===== src/rtl/pipe_stage_buf_pkg.sv =====
// Shared configuration for inter-stage pipeline registers: enable levels,
// zero fill, occupancy encodings, stage state type and stage bundle widths.
package pipe_stage_buf_pkg;

    localparam logic ENABLE   = 1'b1;
    localparam logic DISABLE  = 1'b0;
    localparam logic ZERO_BIT = 1'b0;   // replicated to DATA_W to form the zero word

    localparam logic [1:0] OCC_EMPTY = 2'd0;
    localparam logic [1:0] OCC_ONE   = 2'd1;
    localparam logic [1:0] OCC_FULL  = 2'd2;

    // Stage bundle field widths; instantiations sum these to size DATA_W.
    localparam int PC_W       = 32;
    localparam int OPCODE_W   = 7;
    localparam int REG_ADDR_W = 5;
    localparam int ID_EX_W    = PC_W + OPCODE_W + 3 * REG_ADDR_W;

    typedef enum logic [1:0] {
        ST_EMPTY = 2'd0,
        ST_ONE   = 2'd1,
        ST_FULL  = 2'd2
    } stage_state_t;

    // Map a stage state onto the occupancy count reported to the core.
    function automatic logic [1:0] state_to_occ(input stage_state_t st);
        logic [1:0] occ;
        case (st)
            ST_EMPTY: occ = OCC_EMPTY;
            ST_ONE:   occ = OCC_ONE;
            ST_FULL:  occ = OCC_FULL;
            default:  occ = OCC_EMPTY;
        endcase
        return occ;
    endfunction

endpackage


===== src/rtl/pipe_sat_counter.sv =====
// Saturating up-counter: counts enabled cycles and sticks at all-ones.
module pipe_sat_counter #(
    parameter int CNT_W = 16
) (
    input  logic             clk,
    input  logic             rst_n,
    input  logic             i_en,
    output logic [CNT_W-1:0] o_cnt
);
    import pipe_stage_buf_pkg::*;

    logic [CNT_W-1:0] r_cnt;
    logic             w_sat;

    assign w_sat = &r_cnt;
    assign o_cnt = r_cnt;

    // Count enabled cycles, holding once every bit is set.
    always_ff @(posedge clk or negedge rst_n) begin
        if (!rst_n) begin
            r_cnt <= '0;
        end else if ((i_en == ENABLE) && !w_sat) begin
            r_cnt <= r_cnt + CNT_W'(1);
        end else begin
            r_cnt <= r_cnt;
        end
    end

endmodule


===== src/rtl/pipe_stage_buf.sv =====
// Inter-stage pipeline register with valid/ready handshake, optional 2-entry
// skid buffer, flush-to-bubble and saturating stall/flush counters.
module pipe_stage_buf
    import pipe_stage_buf_pkg::*;
#(
    parameter int DATA_W         = 32,
    parameter int SKID           = 1,
    parameter int CLEAR_ON_EMPTY = 1,
    parameter int CNT_W          = 16
) (
    input  logic              clk,
    input  logic              rst,
    input  logic              rdy,
    input  logic              flush,
    input  logic              in_valid,
    output logic              in_ready,
    input  logic [DATA_W-1:0] in_data,
    output logic              out_valid,
    input  logic              out_ready,
    output logic [DATA_W-1:0] out_data,
    output logic [1:0]        occupancy,
    output logic [CNT_W-1:0]  stall_cnt,
    output logic [CNT_W-1:0]  flush_cnt
);

    localparam logic [DATA_W-1:0] ZERO_WORD = {DATA_W{ZERO_BIT}};

    stage_state_t      r_state;
    stage_state_t      w_state_nxt;
    logic [DATA_W-1:0] r_main;
    logic [DATA_W-1:0] r_skid;
    logic [DATA_W-1:0] w_main_nxt;
    logic [DATA_W-1:0] w_skid_nxt;
    logic              r_out_valid;
    logic              r_in_ready;
    logic [1:0]        r_occ;
    logic              w_accept;
    logic              w_drain;
    logic              w_stall_en;
    logic              w_flush_en;

    // With the skid buffer in_ready comes only from a register (gated by rdy),
    // so out_ready never reaches upstream combinationally.
    assign in_ready  = rdy & ((SKID == 1) ? r_in_ready : (~r_out_valid | out_ready));
    assign out_valid = r_out_valid;
    assign out_data  = r_main;
    assign occupancy = r_occ;

    assign w_accept   = rdy & in_valid & in_ready;
    assign w_drain    = rdy & r_out_valid & out_ready;
    assign w_stall_en = rdy & r_out_valid & ~out_ready & ~flush;
    assign w_flush_en = rdy & flush & (r_occ != OCC_EMPTY);

    // Next-state and payload selection; flush beats accept/drain, rdy=0 freezes.
    always_comb begin
        w_state_nxt = r_state;
        w_main_nxt  = r_main;
        w_skid_nxt  = r_skid;
        if (!rdy) begin
            w_state_nxt = r_state;
        end else if (flush) begin
            w_state_nxt = ST_EMPTY;
            w_main_nxt  = ZERO_WORD;
            w_skid_nxt  = ZERO_WORD;
        end else begin
            case (r_state)
                ST_EMPTY: begin
                    if (w_accept) begin
                        w_state_nxt = ST_ONE;
                        w_main_nxt  = in_data;
                    end else begin
                        w_state_nxt = ST_EMPTY;
                    end
                end
                ST_ONE: begin
                    if (w_accept && w_drain) begin
                        w_main_nxt = in_data;
                    end else if (w_accept) begin
                        // Only reachable with the skid buffer present.
                        w_state_nxt = ST_FULL;
                        w_skid_nxt  = in_data;
                    end else if (w_drain) begin
                        w_state_nxt = ST_EMPTY;
                        w_main_nxt  = (CLEAR_ON_EMPTY == 1) ? ZERO_WORD : r_main;
                    end else begin
                        w_state_nxt = ST_ONE;
                    end
                end
                ST_FULL: begin
                    if (w_drain) begin
                        w_state_nxt = ST_ONE;
                        w_main_nxt  = r_skid;
                        w_skid_nxt  = ZERO_WORD;
                    end else begin
                        w_state_nxt = ST_FULL;
                    end
                end
                default: begin
                    w_state_nxt = ST_EMPTY;
                    w_main_nxt  = ZERO_WORD;
                    w_skid_nxt  = ZERO_WORD;
                end
            endcase
        end
    end

    // State, payload and registered handshake outputs.
    always_ff @(posedge clk or negedge rst) begin
        if (!rst) begin
            r_state     <= ST_EMPTY;
            r_main      <= ZERO_WORD;
            r_skid      <= ZERO_WORD;
            r_out_valid <= 1'b0;
            r_in_ready  <= 1'b0;
            r_occ       <= OCC_EMPTY;
        end else begin
            r_state     <= w_state_nxt;
            r_main      <= w_main_nxt;
            r_skid      <= w_skid_nxt;
            r_out_valid <= (w_state_nxt != ST_EMPTY);
            r_in_ready  <= (w_state_nxt != ST_FULL);
            r_occ       <= state_to_occ(w_state_nxt);
        end
    end

    pipe_sat_counter #(.CNT_W(CNT_W)) u_stall_cnt (
        .clk   (clk),
        .rst_n (rst),
        .i_en  (w_stall_en),
        .o_cnt (stall_cnt)
    );

    pipe_sat_counter #(.CNT_W(CNT_W)) u_flush_cnt (
        .clk   (clk),
        .rst_n (rst),
        .i_en  (w_flush_en),
        .o_cnt (flush_cnt)
    );

endmodule

===== config.mk =====
export PLATFORM = sky130hd
export DESIGN_NAME = pipe_stage_buf
export DESIGN_NICKNAME = d
export VERILOG_FILES = /design/src/rtl/pipe_stage_buf_pkg.sv /design/src/rtl/pipe_sat_counter.sv /design/src/rtl/pipe_stage_buf.sv
export SDC_FILE = /design/constraint.sdc
export NUM_CORES = 1
export LEC_CHECK = 0
export BUFFER_PORTS_ARGS = -buffer_cell sky130_fd_sc_hd__buf_2
export CAP_MARGIN = 25
export CORE_UTILIZATION = 55
export CTS_BUF_LIST = sky130_fd_sc_hd__clkbuf_2 sky130_fd_sc_hd__clkbuf_4 sky130_fd_sc_hd__clkbuf_8
export DETAILED_ROUTE_END_ITERATION = 8
export PLACE_DENSITY = 0.89
export SLEW_MARGIN = 10
export SYNTH_ARGS = -nofsm -noshare
export SYNTH_HDL_FRONTEND = slang
export SYNTH_HIERARCHICAL = 1
export SYNTH_SLANG_ARGS = --single-unit

===== constraint.sdc =====
create_clock -name clk -period 2.4 [get_ports clk]
set_input_delay 0.24 -clock clk [delete_from_list [all_inputs] [get_ports clk]]
set_output_delay 0.24 -clock clk [all_outputs]
set_load 0.01 [all_outputs]

==> results list, run 1 <==
- The routed layout has 3756 vias.
- VDD sags by at most roughly 0.49 mV.
* Drt initial violations: 145
- 106 I/O pins were placed.
- The number of global-route vias before repair came to approximately 3600.
- Leak: 2.898 nW
- Counting distinct cell types in the post-synthesis netlist gives 44.
* Gr ovfl total: 0
- GRT Total Usage: between 20 and 25%
- The region available for standard cell placement spans roughly 0.009 mm².
* Max-cap violations: 0
- After detailed routing, the average wire length per cell comes to 17.72 µm.
* Routed length on met3: approximately 390 µm
- The floorplan step defined a die boundary enclosing roughly 0.0094 mm².
- Insertion delay of the later-clocked pin in the worst-skew pair: ~0.37 ns
* Data arrival time of the critical path: roughly 2.2 ns
- Synthesis Warnings: 6
- After synthesis the netlist holds a flip-flop and latch count of roughly 100.
* Net count reported at finish: 550
- Synthesis produced 408 cells.
- Delay contributed by the slowest stage of the critical path: 0.49 ns
- The initial antenna violation count was 1.
- Number of buffers inserted by post-CTS setup repair: 0
- Counting along the longest clock path gives a buffer depth of 2.
- Clock tree from TritonCTS: built
- Cell with the largest stage delay on the worst path: sky130_fd_sc_hd__o21ai_2
- Drt via density: between 6 and 7
- Clock sinks: 102
* Launching element type of the critical path: flip-flop
* Setup repair after global routing missed its margin: false
- The final critical path takes up between 80% and 90% of the cycle.
- The analysis attributes to net switching a power of roughly 1.3 mW.
* Internal power consumption: 2.702 mW
- Required time at the endpoint of the critical path: roughly 2.7 ns
- For this run, asynchronously set or reset flops after synthesis account for 100.0%.
* Skew final: 0.01127 ns
* Portion of the post-synthesis area used by sequential elements: about half
- Final setup vio count: 0
* Detailed-route wire length on metal 1: roughly 5100 µm
* Share of power burned in combinational logic: approximately 23%
* Fill cell total of the finished layout: slightly below 700
- Max Clk Rate: ~520 MHz
- Transition at the pin with the smallest max-transition slack: approximately 0.64 ns
* Final critical delay including setup and external delays: 1.937 ns
* Cell-by-cell listing of the critical path: and2_1 > a2bb2oi_2 > o21ai_2 > buf_4 > a22o_1
- Top cells by area in the synthesized netlist: sky130_fd_sc_hd__dfrtp_1 51%, sky130_fd_sc_hd__a22o_1 11%, sky130_fd_sc_hd__mux2i_1 6.4%, sky130_fd_sc_hd__o2bb2ai_1 5.6%, sky130_fd_sc_hd__xor2_1 2.8%
- Power spread over the standard cell area amounts to between 600 and 700 mW/mm².
- Post-synthesis average cell area: 12.22 µm²
- Headroom to the max-slew limit came out at between 50% and 60%.
- Status: finished, final reports clean
- Width of the chip: 97.20 µm
* Signed area change from the synthesized netlist to the final layout: 16.19%
- Post-detailed-route DRC marker count: 0
- CTS Root Buffer Type: sky130_fd_sc_hd__clkbuf_8
- Dominant cell by count in the synthesized netlist: sky130_fd_sc_hd__dfrtp_1
* CTS Buf Count: 9
- Placed wire-length estimate: a little under 8000 µm
* Starting density of the core: 56.88%
- Count of input and output buffers: between 100 and 150
- Ys flop type: sky130_fd_sc_hd__dfrtp_1
- Clock edge transition at the registers on the reported setup and hold paths: roughly 0.10 ns
- Routed length on met2: around 5400 µm
- Share of the synthesized area in the top cell type: 51.20%
- Path class of the lowest-slack min-delay path: input pin to flip-flop
* Drt total wl: about 11000 µm
* Total standard cell area after synthesis: about 0.005 mm²
- Largest net degree at the start of global routing: 50
* Critical path endpoint category: flip-flop
- Crit Path Max Fanout: 19
* Fin Hold WS: between 0.1 and 0.15 ns
* Part of the total power dissipated in sequential elements: between 50% and 60%
- Slew Viols, Final: 0
- Share of total power consumed by net switching: ~33%
- Row count: 34
- Before antenna repair, the detailed router went through 5 iterations.
- The congestion estimate from routability-driven global placement came to 0.8442.
* Vertical die dimension: 97.20 µm
- Share of final-layout standard cells stronger than drive strength 1: between 30 and 40%
- Startpoint-to-endpoint class of the critical path: flip-flop to flip-flop
* Total nets after synthesis: roughly 450
* Ranking of synthesized cells by instance count: 102 x sky130_fd_sc_hd__dfrtp_1, 64 x sky130_fd_sc_hd__a22o_1, 32 x sky130_fd_sc_hd__mux2i_1, 32 x sky130_fd_sc_hd__o2bb2ai_1, 22 x sky130_fd_sc_hd__buf_2
- Final Hold Vio Count: 0
- The synthesized design contains 0 enable-type register cells.
- The H-tree was split into 3 levels.
- In this run the remaining antenna-violating nets after routing total 0.
- Relative contribution of the clock network to total power: approximately 25%
* Setup_tns: 0 ns
- Global-route wire length before repair: approximately 18000 µm
- Of all cell types, the one taking the most synthesized area is sky130_fd_sc_hd__dfrtp_1.
* Top layer reached by signal wires: met4
==> what timing repair did <==
item	in CTS	in global routing
gates resized for setup	0	0
hold buffers	1	0
endpoints found under the hold margin	47	0
==> critical path: cells and delay by family, from the launching register on <==
family          cells  cell delay, ns
simple gates        1            0.23
flops               1            0.43
compound gates      3            0.86
buf+inv             1            0.35
==> cells by family (layout without fill, tap and decap cells) <==
logic type	Yosys count	in the layout	share of synthesized area (%)
xor gates and xnor gates	23	23	4.041
and+or+nand+nor	88	88	12.05
other	0	1	0
buffers and inverters	36	143	4.016
muxes	40	40	8.233
adders and majority gates	2	2	0.5019
AOI/OAI and AO/OA	117	117	19.95
DFF	102	102	51.20
==> registers in the layout (all words and copies together) (netlist names) <==
signal             flops
out_data              32
r_skid                32
u_flush_cnt/o_cnt     16
u_stall_cnt/o_cnt     16
occupancy              2
r_state                2
out_valid              1
r_in_ready             1
==> cell type report <==
type                    count  area (µm²)  share of cell area, %
diodes                      1       2.502                0.04321
clock buffers               9       123.9                  2.139
clock inverters             7       58.81                  1.015
inverters                   6       22.52                 0.3889
multi-input cells         270        2232                  38.54
flip-flops and latches    102        2554                  44.09
well taps                 108       135.1                  2.333
repair buffers            121       663.1                  11.45
==> path summary, 6_finish.rpt <==
| path | from | to | cells after the start | slack (ns) |
|---|---|---|---|---|
| max | out_valid | out_data[4] | 5 | 0.46 |
| min | in_data[31] | r_skid[31] | 2 | 0.12 |
| max reg2reg | out_valid | out_data[4] | 5 | 0.46 |
| min reg2reg | out_data[0] | out_data[0] | 1 | 0.50 |
| max in group asynchronous | rst | r_state[1] | 3 | 1.30 |
| min in group asynchronous | rst | r_skid[11] | 2 | 0.42 |
==> power by group through the flow <==
stage	logic (mW)	clock network (mW)	registers [mW]
CTS	0.906	1.04	2.09
global placement	0.870	0	2.11
detailed placement	0.902	0	2.12
finish	0.900	1.02	2.09
global route	0.985	1.11	2.12
floorplan	0.477	0	2.16
==> layout by cell type (no fill, tap or decap), types with 9 or more instances in the layout <==
master	synthesis	final
sky130_fd_sc_hd__a22o_1	64	64
sky130_fd_sc_hd__nand3_1	12	12
sky130_fd_sc_hd__dfrtp_1	102	101
sky130_fd_sc_hd__buf_2	22	104
sky130_fd_sc_hd__nor3_1	10	10
sky130_fd_sc_hd__nand2_1	11	11
sky130_fd_sc_hd__nor2_1	14	14
sky130_fd_sc_hd__mux2i_1	32	32
sky130_fd_sc_hd__clkbuf_8	0	9
sky130_fd_sc_hd__buf_4	0	15
sky130_fd_sc_hd__o2bb2ai_1	32	32
sky130_fd_sc_hd__xor2_1	16	16
==> metrics by stage <==
| stage | worst slack (ns) | cell area [µm²] | util (%) | cells | total power, mW |
|---|---|---|---|---|---|
| after floorplan | 0.4376 | 4985 | - | 408 | 2.641 |
| after global placement | 0.4583 | 5597 | 63.86 | 606 | 2.977 |
| after detailed placement | 0.4611 | 5597 | 63.86 | 606 | 3.019 |
| after CTS | 0.4743 | 5789 | 66.06 | 623 | 4.031 |
| after global routing | 0.3286 | 5789 | 66.06 | 623 | 4.211 |
| final | 0.4633 | 5792 | 66.09 | 624 | 4.003 |
==> metal layers <==
layer,vias to the layer above,global-route usage [%]
li1,1766,-
met2,91,38.35
met5,-,0
met3,15,4.245
met4,0,8.381
met1,1884,33.35
No activity file was read; power rests on OpenSTA's default activity.
==> run 2: changes to the inputs <==
Clock period 2.4 ns to 2 ns, I/O delays scaled along.
==> run 2 against run 1 <==
Effect of this change: worst setup slack worse by 0.25 ns; clock power up 13%; critical endpoint is now u_stall_cnt/o_cnt[14]; register-to-register slack worse by 0.25 ns; highest routed layer unchanged.
==> results list, run 2 (synthesized netlist as in run 1, its figures left out) <==
- The run finished with clean final reports.
- Clock tree from TritonCTS: built
* Final Cell Area: 0.005821 mm² (+0.50%)
- The worst setup path is captured at a flip-flop.
* Drt via density: 6.070 (+0.84%)
- The peak fanout along the critical path was 7 (-12).
- The maximum buffer depth of the clock tree was 2 (unchanged).
- Leaving out fill and tap cells, the most frequent cell in the layout is sky130_fd_sc_hd__buf_2.
- Part of the total power dissipated in sequential elements: 52.8% (+0.7 points)
* Share of power burned in combinational logic: 22.9% (+0.4 points)
- The number of detailed-routing iterations run before antenna repair was 5 (unchanged).
- The total clock sinks was 102 (unchanged).
* CTS Root Buffer Type: sky130_fd_sc_hd__clkbuf_8
- Drt total wl: 11300 µm (+2.1%)
* Setup repair after global routing missed its margin: false
* Worst VDD drop: 0.5703 mV (+16%)
- The total I/O pin count is 106 (unchanged).
- From synthesis to final layout, the design area changed by 16.77%.
- Max Clk Rate: 559.7 MHz (+8.4%)
- Antenna violations before repair: 1 (unchanged)
* Launching element type of the critical path: flip-flop
- Placement-stage worst setup slack: 0.1586 ns (-0.3025 ns)
* GRT Total Usage: 24.79% (+0.73 points)
* Core Area: 0.008763 mm² (unchanged)
* Skew final: 0.01371 ns (+0.002434 ns)
* Internal power consumption: 3.267 mW (+21%)
- Gr ovfl total: 0 (unchanged)
* Placed wire-length estimate: 7780 µm (+0.79%)
* Path class of the lowest-slack min-delay path: input pin to flip-flop
* Final setup margin: 0.2134 ns (-0.2499 ns)
* Max-cap violations: 0 (unchanged)
- The final hold violation count is 0 (unchanged).
- Share of final-layout standard cells stronger than drive strength 1: 32.95% (+0.71 points)
* Placer Congestion: 0.8604 (+1.9%)
* Fill cell total of the finished layout: 670 (-1.0%)
- Slew Viols, Final: 0 (unchanged)
- In the layout the commonest cells are 104 x sky130_fd_sc_hd__buf_2, 101 x sky130_fd_sc_hd__dfrtp_1, 64 x sky130_fd_sc_hd__a22o_1.
* Net count reported at finish: 555 (+0.91%)
* Setup_tns: 0 ns (unchanged)
- The fraction of power spent switching nets was 31.25% (-1.3 points).
* Data arrival time of the critical path: 2.03 ns (-0.21 ns)
- The number of setup violations in the final report is 0 (unchanged).
- The height of the die came to 97.20 µm (unchanged).
- The number of global-route vias before repair was 3801 (+4.5%).
* CTS Buf Count: 9 (unchanged)
- The initial standard-cell utilization of the core was 56.88% (unchanged).
- Global-route wire length before repair: 18900 µm (+3.5%)
- Count of input and output buffers: 105 (unchanged)
- The post-detailed-route DRC marker count is 0 (unchanged).
- Startpoint-to-endpoint class of the critical path: flip-flop to flip-flop
* Antenna-violating nets left: 0 (unchanged)
- Total Die Area: 0.009448 mm² (unchanged)
* Largest net degree at the start of global routing: 43 (-14%)
- The average wire per standard cell was 17.99 µm (+1.5%).
- Pwr dens: 816.4 mW/mm² (+18%)
- The number of DRC violations after detailed-routing iteration 0 came to 159 (+9.7%).
- The clock-pin slew on the worst setup and hold paths is 0.10 ns (about the same).
- The slew at the pin with the worst max-slew slack came to 0.5585 ns (-0.08480 ns).
- Switch Pwr: 1.485 mW (+14%)
- The leakage power summed over all cells was 2.910 nW (+0.43%).
- The count of standard-cell rows is 34 (unchanged).
- Total Power: 4.752 mW (+19%)
- Relative contribution of the clock network to total power: 24.2% (-1.2 points)
- Insertion delay of the later-clocked pin in the worst-skew pair: 0.35 ns (-0.02 ns)
- Placement-stage cell area: 0.005634 mm² (+0.67%)
- The critical path data required time is 2.24 ns (-0.46 ns).
* Share of the clock period used by the worst path: 89.33% (+8.6 points)
- Final critical delay including setup and external delays: 1.787 ns (-0.1501 ns)
* Via count: 3812 (+1.5%)
- The number of levels the H-tree was split into came to 3 (unchanged).
- The die extent in x came to 97.20 µm (unchanged).
* Tightest slew margin relative to the limit: 62.77% (+5.7 points)
- The worst setup slack for register-to-register paths came to 0.21 ns (-0.25 ns).
run 2: cell types whose count changed in the layout (fill, tap and decap cells not counted), moves of 2 or more:
cell / delta
sky130_fd_sc_hd__buf_4: +5
sky130_fd_sc_hd__clkinvlp_4: +2
sky130_fd_sc_hd__clkinv_4: -3
sky130_fd_sc_hd__clkbuf_4: +3
run 2: worst max-delay path, stage by stage, from the launching register on:
cell and delay, ns:
sky130_fd_sc_hd__dfrtp_1 0.48, sky130_fd_sc_hd__nand4_2 0.17, sky130_fd_sc_hd__or2_0 0.38, sky130_fd_sc_hd__nor3_1 0.28
sky130_fd_sc_hd__mux2_2 0.37
run 2: cell type report:
| class | instances | area, µm² | share of cell area, % |
|---|---|---|---|
| Inverter | 6 | 22.52 | 0.3869 |
| Sequential cell | 102 | 2554 | 43.87 |
| Timing Repair Buffer | 126 | 700.7 | 12.04 |
| Tap cell | 108 | 135.1 | 2.322 |
| Clock buffer | 12 | 146.4 | 2.515 |
| Antenna cell | 1 | 2.502 | 0.04299 |
| Clock inverter | 3 | 22.52 | 0.3869 |
| Multi-Input combinational cell | 270 | 2237 | 38.44 |
run 2: power groups by stage:
stage	Combinational (mW)	Clock, mW	Sequential (mW)
after CTS	1.10	1.18	2.51
after floorplan	0.573	0	2.60
after global placement	1.05	0	2.53
after detailed placement	1.10	0	2.55
after global routing	1.20	1.25	2.55
final	1.09	1.15	2.51
run 2: through the flow:
step / util [%] / hold WS [ns] / std cells
after floorplan: - / -0.09559 / 408
after global placement: 64.29 / 0.2127 / 611
after detailed placement: 64.29 / 0.2226 / 611
after CTS: 66.33 / 0.08896 / 627
after global routing: 66.39 / 0.08913 / 627
final: 66.42 / 0.1026 / 628
run 2: what timing repair did:
item,in CTS,in global routing
endpoints found under the hold margin,39,0
gates resized for setup,0,1
endpoints found under the setup margin,0,2
hold buffers,1,0
setup buffers,0,0
run 2: final timing paths:
kind,from,end,cells past startpoint
worst max-delay path,u_stall_cnt/o_cnt[4],u_stall_cnt/o_cnt[14],4
worst min-delay path,in_data[19],r_skid[19],2
worst max register to register,u_stall_cnt/o_cnt[4],u_stall_cnt/o_cnt[14],4
worst min register to register,r_skid[26],r_skid[26],1
max in group asynchronous,rst,r_state[1],3
min in group asynchronous,rst,out_data[11],2
run 2: routing by layer:
layer | track usage (%) | routed length, µm | share of wire [%]
met1 | 34.16 | 4987 | 44
met2 | 39.71 | 5579 | 49
met3 | 4.388 | 585 | 5.2
met4 | 8.726 | 144 | 1.3
met5 | 0 | 0 | 0
==> run 3: changes to the inputs <==
Settings changed: ABC_AREA set to 1, PLACE_DENSITY 0.89 to 0.79.
==> run 3 against run 2 <==
Effect of this change: largest power group unchanged; utilization decreased by 0.75 points; non-clock buffer count increased by 7; clock skew increased by 0.0042 ns; sequential cell count unchanged; first-iteration DRC count increased to 2.6 times the previous value; sequential power about the same; wire length increased by 38%; global-route usage increased by 2.7 points; cell area increased by 24%; combinational power increased by 29%; critical path depth increased by 5; largest cell class is now multi-input gates; worst hold slack improved by 0.080 ns.
==> results list, run 3 <==
* Status: finished, final reports clean
- Relative contribution of the clock network to total power: 26.0% (+1.8 points)
* Tightest slew margin relative to the limit: 61.16% (-1.6 points)
* Placed wire-length estimate: 10890 µm (+40%)
- The share of the clock period used by the worst path came to 88.16% (-1.2 points).
- By count the netlist is led by 382 x sky130_fd_sc_hd__nand2_1, 104 x sky130_fd_sc_hd__inv_1, 102 x sky130_fd_sc_hd__dfrtp_1.
- Routed length per placed instance: 12.98 µm (-28%)
* Most common cell after layout, fill and taps aside: sky130_fd_sc_hd__nand2_1
- Number of buffers and inverters on the critical path: 0 (unchanged)
- The synthesized cell area came to 0.006331 mm² (+27%).
- Startpoint-to-endpoint class of the critical path: flip-flop to flip-flop
* Largest net degree at the start of global routing: 46 (+7.0%)
- CTS Root Buffer Type: sky130_fd_sc_hd__clkbuf_8
* Global-route wire length before repair: 26140 µm (+38%)
* Final setup vio count: 0 (unchanged)
- Total nets after synthesis: 1006 (+120%)
- The maximum clock rate is 567.2 MHz (+1.3%).
- The final standard cell utilization of the core is 65.66% (-0.75 points).
- Among all flip-flop cells after synthesis, the most frequent one is sky130_fd_sc_hd__dfrtp_1.
- The switching power of the nets was 1.881 mW (+27%).
- Cells after synthesis: 966 (+140%)
- The clock insertion delay at the later pin of the skew report is 0.37 ns (+0.02 ns).
* Clock tree from TritonCTS: built
- The share of synthesized area occupied by flip-flops and latches came to 40.32% (-11 points).
- The die area was 0.01194 mm² (+26%).
* Antenna-violating nets left: 0 (unchanged)
* Cell mode on critical path: sky130_fd_sc_hd__nand2_1
- Kind of cell with the highest combined delay on the critical path: simple AND/OR/NAND/NOR gates
- The total non-filler cell area in the finished layout was 0.007243 mm² (+24%).
* Total Power: 5.281 mW (+11%)
- The worst hold path belongs to the class input pin to flip-flop.
- The slew at the pin with the worst max-slew slack was 0.5805 ns (+0.02199 ns).
* Placement-stage cell area: 0.007030 mm² (+25%)
- Core Area: 0.01103 mm² (+26%)
- Leak: 4.108 nW (+41%)
* Post-detailed-route DRC marker count: 0 (unchanged)
- Data arrival time of the critical path: 2.03 ns (about the same)
- The final routed wirelength across all metal layers came to 15620 µm (+38%).
* Delay contributed by the slowest stage of the critical path: 0.41 ns (-0.07 ns)
- The share of synthesized flip-flops with an asynchronous set or reset came to 100.0% (unchanged).
* Vertical die dimension: 109.3 µm (+12%)
- The synthesized design spends more area on one cell type than any other, namely sky130_fd_sc_hd__dfrtp_1.
- CTS-repair resized insts: 0 (unchanged)
* Worst VDD drop: 0.4700 mV (-18%)
- The critical path goes through nor2_1 > nor3_1 > nand2_1 > nor2_1 > nand2_1 > nor2_4 > nand3_1 > nand2_1 > nand2_1.
- Gr ovfl total: 0 (unchanged)
- The total of flip-flops plus latches after synthesis is 102 (unchanged).
- Ranked by total cell area, the synthesized netlist is headed by sky130_fd_sc_hd__dfrtp_1 40%, sky130_fd_sc_hd__nand2_1 23%, sky130_fd_sc_hd__nand3_1 6.4%, sky130_fd_sc_hd__inv_1 6.2%, sky130_fd_sc_hd__nor2_1 4.5%.
* Setup repair after global routing missed its margin: false
* Share of total power consumed by net switching: 35.62% (+4.4 points)
- The worst setup path is launched from a flip-flop.
* Final critical delay including setup and external delays: 1.763 ns (-0.02347 ns)
* Count of input and output buffers: 105 (unchanged)
- The cell count of the worst hold path was 5 (+3).
- Starting density of the core: 57.40% (+0.51 points)
- Post-synthesis average cell area: 6.554 µm² (-46%)
- H-tree level count: 3 (unchanged)
- Number of global-route vias before repair: 5602 (+47%)
* Number of detailed-routing iterations run before antenna repair: 4 (-1)
- The top-area cell type share of the netlist area was 40.32% (-11 points).
* Internal power consumption: 3.400 mW (+4.1%)
- Worst reg2reg path depth: 9 (+5)
- Antenna cell count: 0 (-1)
* Total I/O pin count: 106 (unchanged)
- Part of the total power dissipated in sequential elements: 47.3% (-5.5 points)
- Share of power burned in combinational logic: 26.7% (+3.8 points)
- The number of warnings issued by yosys was 6 (unchanged).
- Antenna violations before repair: 0 (-1)
* Skew final: 0.01787 ns (+0.004162 ns)
- On the critical path, the stage with the largest delay is an instance of sky130_fd_sc_hd__nor3_1.
* Signed area change from the synthesized netlist to the final layout: 14.41%
* Net count reported at finish: 1100 (+98%)
* Pwr dens: 729.1 mW/mm² (-11%)
* Row count: 38 (+12%)
- CTS Buf Count: 9 (unchanged)
- Setup_tns: 0 ns (unchanged)
- Max-cap violations: 0 (unchanged)
- The last weighted congestion value of the routability-driven placer was 0.8213 (-4.5%).
* Slew Viols, Final: 0 (unchanged)
- The count of vias placed by the detailed router was 6157 (+62%).
- The final hold violation count is 0 (unchanged).
- Count of flip-flops with a built-in enable after synthesis: 0 (unchanged)
* Post-route insts no fill: 1204 (+92%)
- Commonest cells after routing, fill and taps aside: 382 x sky130_fd_sc_hd__nand2_1, 104 x sky130_fd_sc_hd__inv_1, 104 x sky130_fd_sc_hd__buf_2
- Clock sinks: 102 (unchanged)
- Count of cell types in the netlist: 26 (-41%)
- Drt initial violations: 414 (+160%)
- Required time at the endpoint of the critical path: 2.27 ns (+0.03 ns)
- The maximum buffer depth of the clock tree was 2 (unchanged).
* Drt via density: 5.114 (-16%)
- The fraction of layout cells with a size suffix above 1 was 17.11% (-16 points).
- Dominant cell by count in the synthesized netlist: sky130_fd_sc_hd__nand2_1
- The global router's overall resource usage is 27.53% (+2.7 points).
- The placed cell count is 1188 (+94%).
- Clock edge transition at the registers on the reported setup and hold paths: 0.11 ns (about the same)
- Crit path depth: 9 (+5)
- Crit Path Max Fanout: 6 (-1)
- Width of the chip: 109.3 µm (+12%)
- STA classifies the critical path endpoint as a flip-flop.
run 3: changes by cell type after synthesis, moves of 34 or more:
| cell | delta |
|---|---|
| sky130_fd_sc_hd__a22o_1 | -64 |
| sky130_fd_sc_hd__nand2_1 | +371 |
| sky130_fd_sc_hd__inv_1 | +100 |
| sky130_fd_sc_hd__nor2_1 | +62 |
| sky130_fd_sc_hd__nand3_1 | +69 |
| sky130_fd_sc_hd__o21ai_0 | +34 |
run 3: area by class of cell:
class                   instances  area [µm²]
repair buffers                133       778.2
well taps                     140       175.2
fillers                      1044        3787
clock inverters                 6       78.83
clock buffers                   9       123.9
inverters                     110       412.9
multi-input cells             704        3122
flip-flops and latches        102        2552
run 3: tightest hold or removal path: cells and delay by family:
kind	cells	cell delay, ns
buf+inv	2	0.16
simple gates	3	0.17
run 3: power groups by stage:
stage	sequential, mW	clock, mW	combinational, mW
finish	2.50	1.37	1.41
global route	2.54	1.48	1.60
CTS	2.50	1.40	1.41
detailed placement	2.54	0	1.40
global placement	2.53	0	1.39
floorplan	2.58	0	0.837
run 3: what timing repair did:
action / in CTS / in global routing
hold buffers: 1 / 0
endpoints found under the setup margin: 0 / 0
buffers inserted: 0 / 0
hold endpoints to repair: 34 / 0
run 3: logic make-up after synthesis:
| group | count (synthesis) | share of synthesized area (%) |
|---|---|---|
| buf+inv | 160 | 10.38 |
| fa+ha+maj | 2 | 0.3952 |
| xor+xnor | 6 | 0.8300 |
| simple gates | 622 | 42.08 |
| compound gates | 74 | 6.008 |
| flops | 102 | 40.32 |
run 3: worst paths after layout:
check	to	slack, ns	startpoint
setup / recovery	u_flush_cnt/o_cnt[15]	0.24	occupancy[1]
hold / removal	r_skid[20]	0.18	in_data[20]
setup reg to reg	u_flush_cnt/o_cnt[15]	0.24	occupancy[1]
hold reg to reg	r_skid[1]	0.48	r_skid[1]
max in group asynchronous	u_stall_cnt/o_cnt[0]	0.98	rst
min in group asynchronous	out_data[20]	0.32	rst
run 3: layer usage:
| layer | vias up | global-route usage [%] | share of wire, % |
|---|---|---|---|
| met1 | 2801 | 38.85 | 48 |
| met4 | 0 | 7.429 | 1.1 |
| met5 | - | 0 | 0 |
| li1 | 3176 | - | - |
| met3 | 14 | 3.794 | 5.0 |
| met2 | 166 | 44.56 | 46 |
run 3: stage by stage:
step           worst slack (ns)  hold WS [ns]
2_1_floorplan            0.3326      -0.09559
3_3_place_gp             0.2804        0.2121
3_5_place_dp             0.1693        0.2094
4_1_cts                  0.2791        0.1703
5_1_grt                 0.05926        0.2065
6_report                 0.2369        0.1829
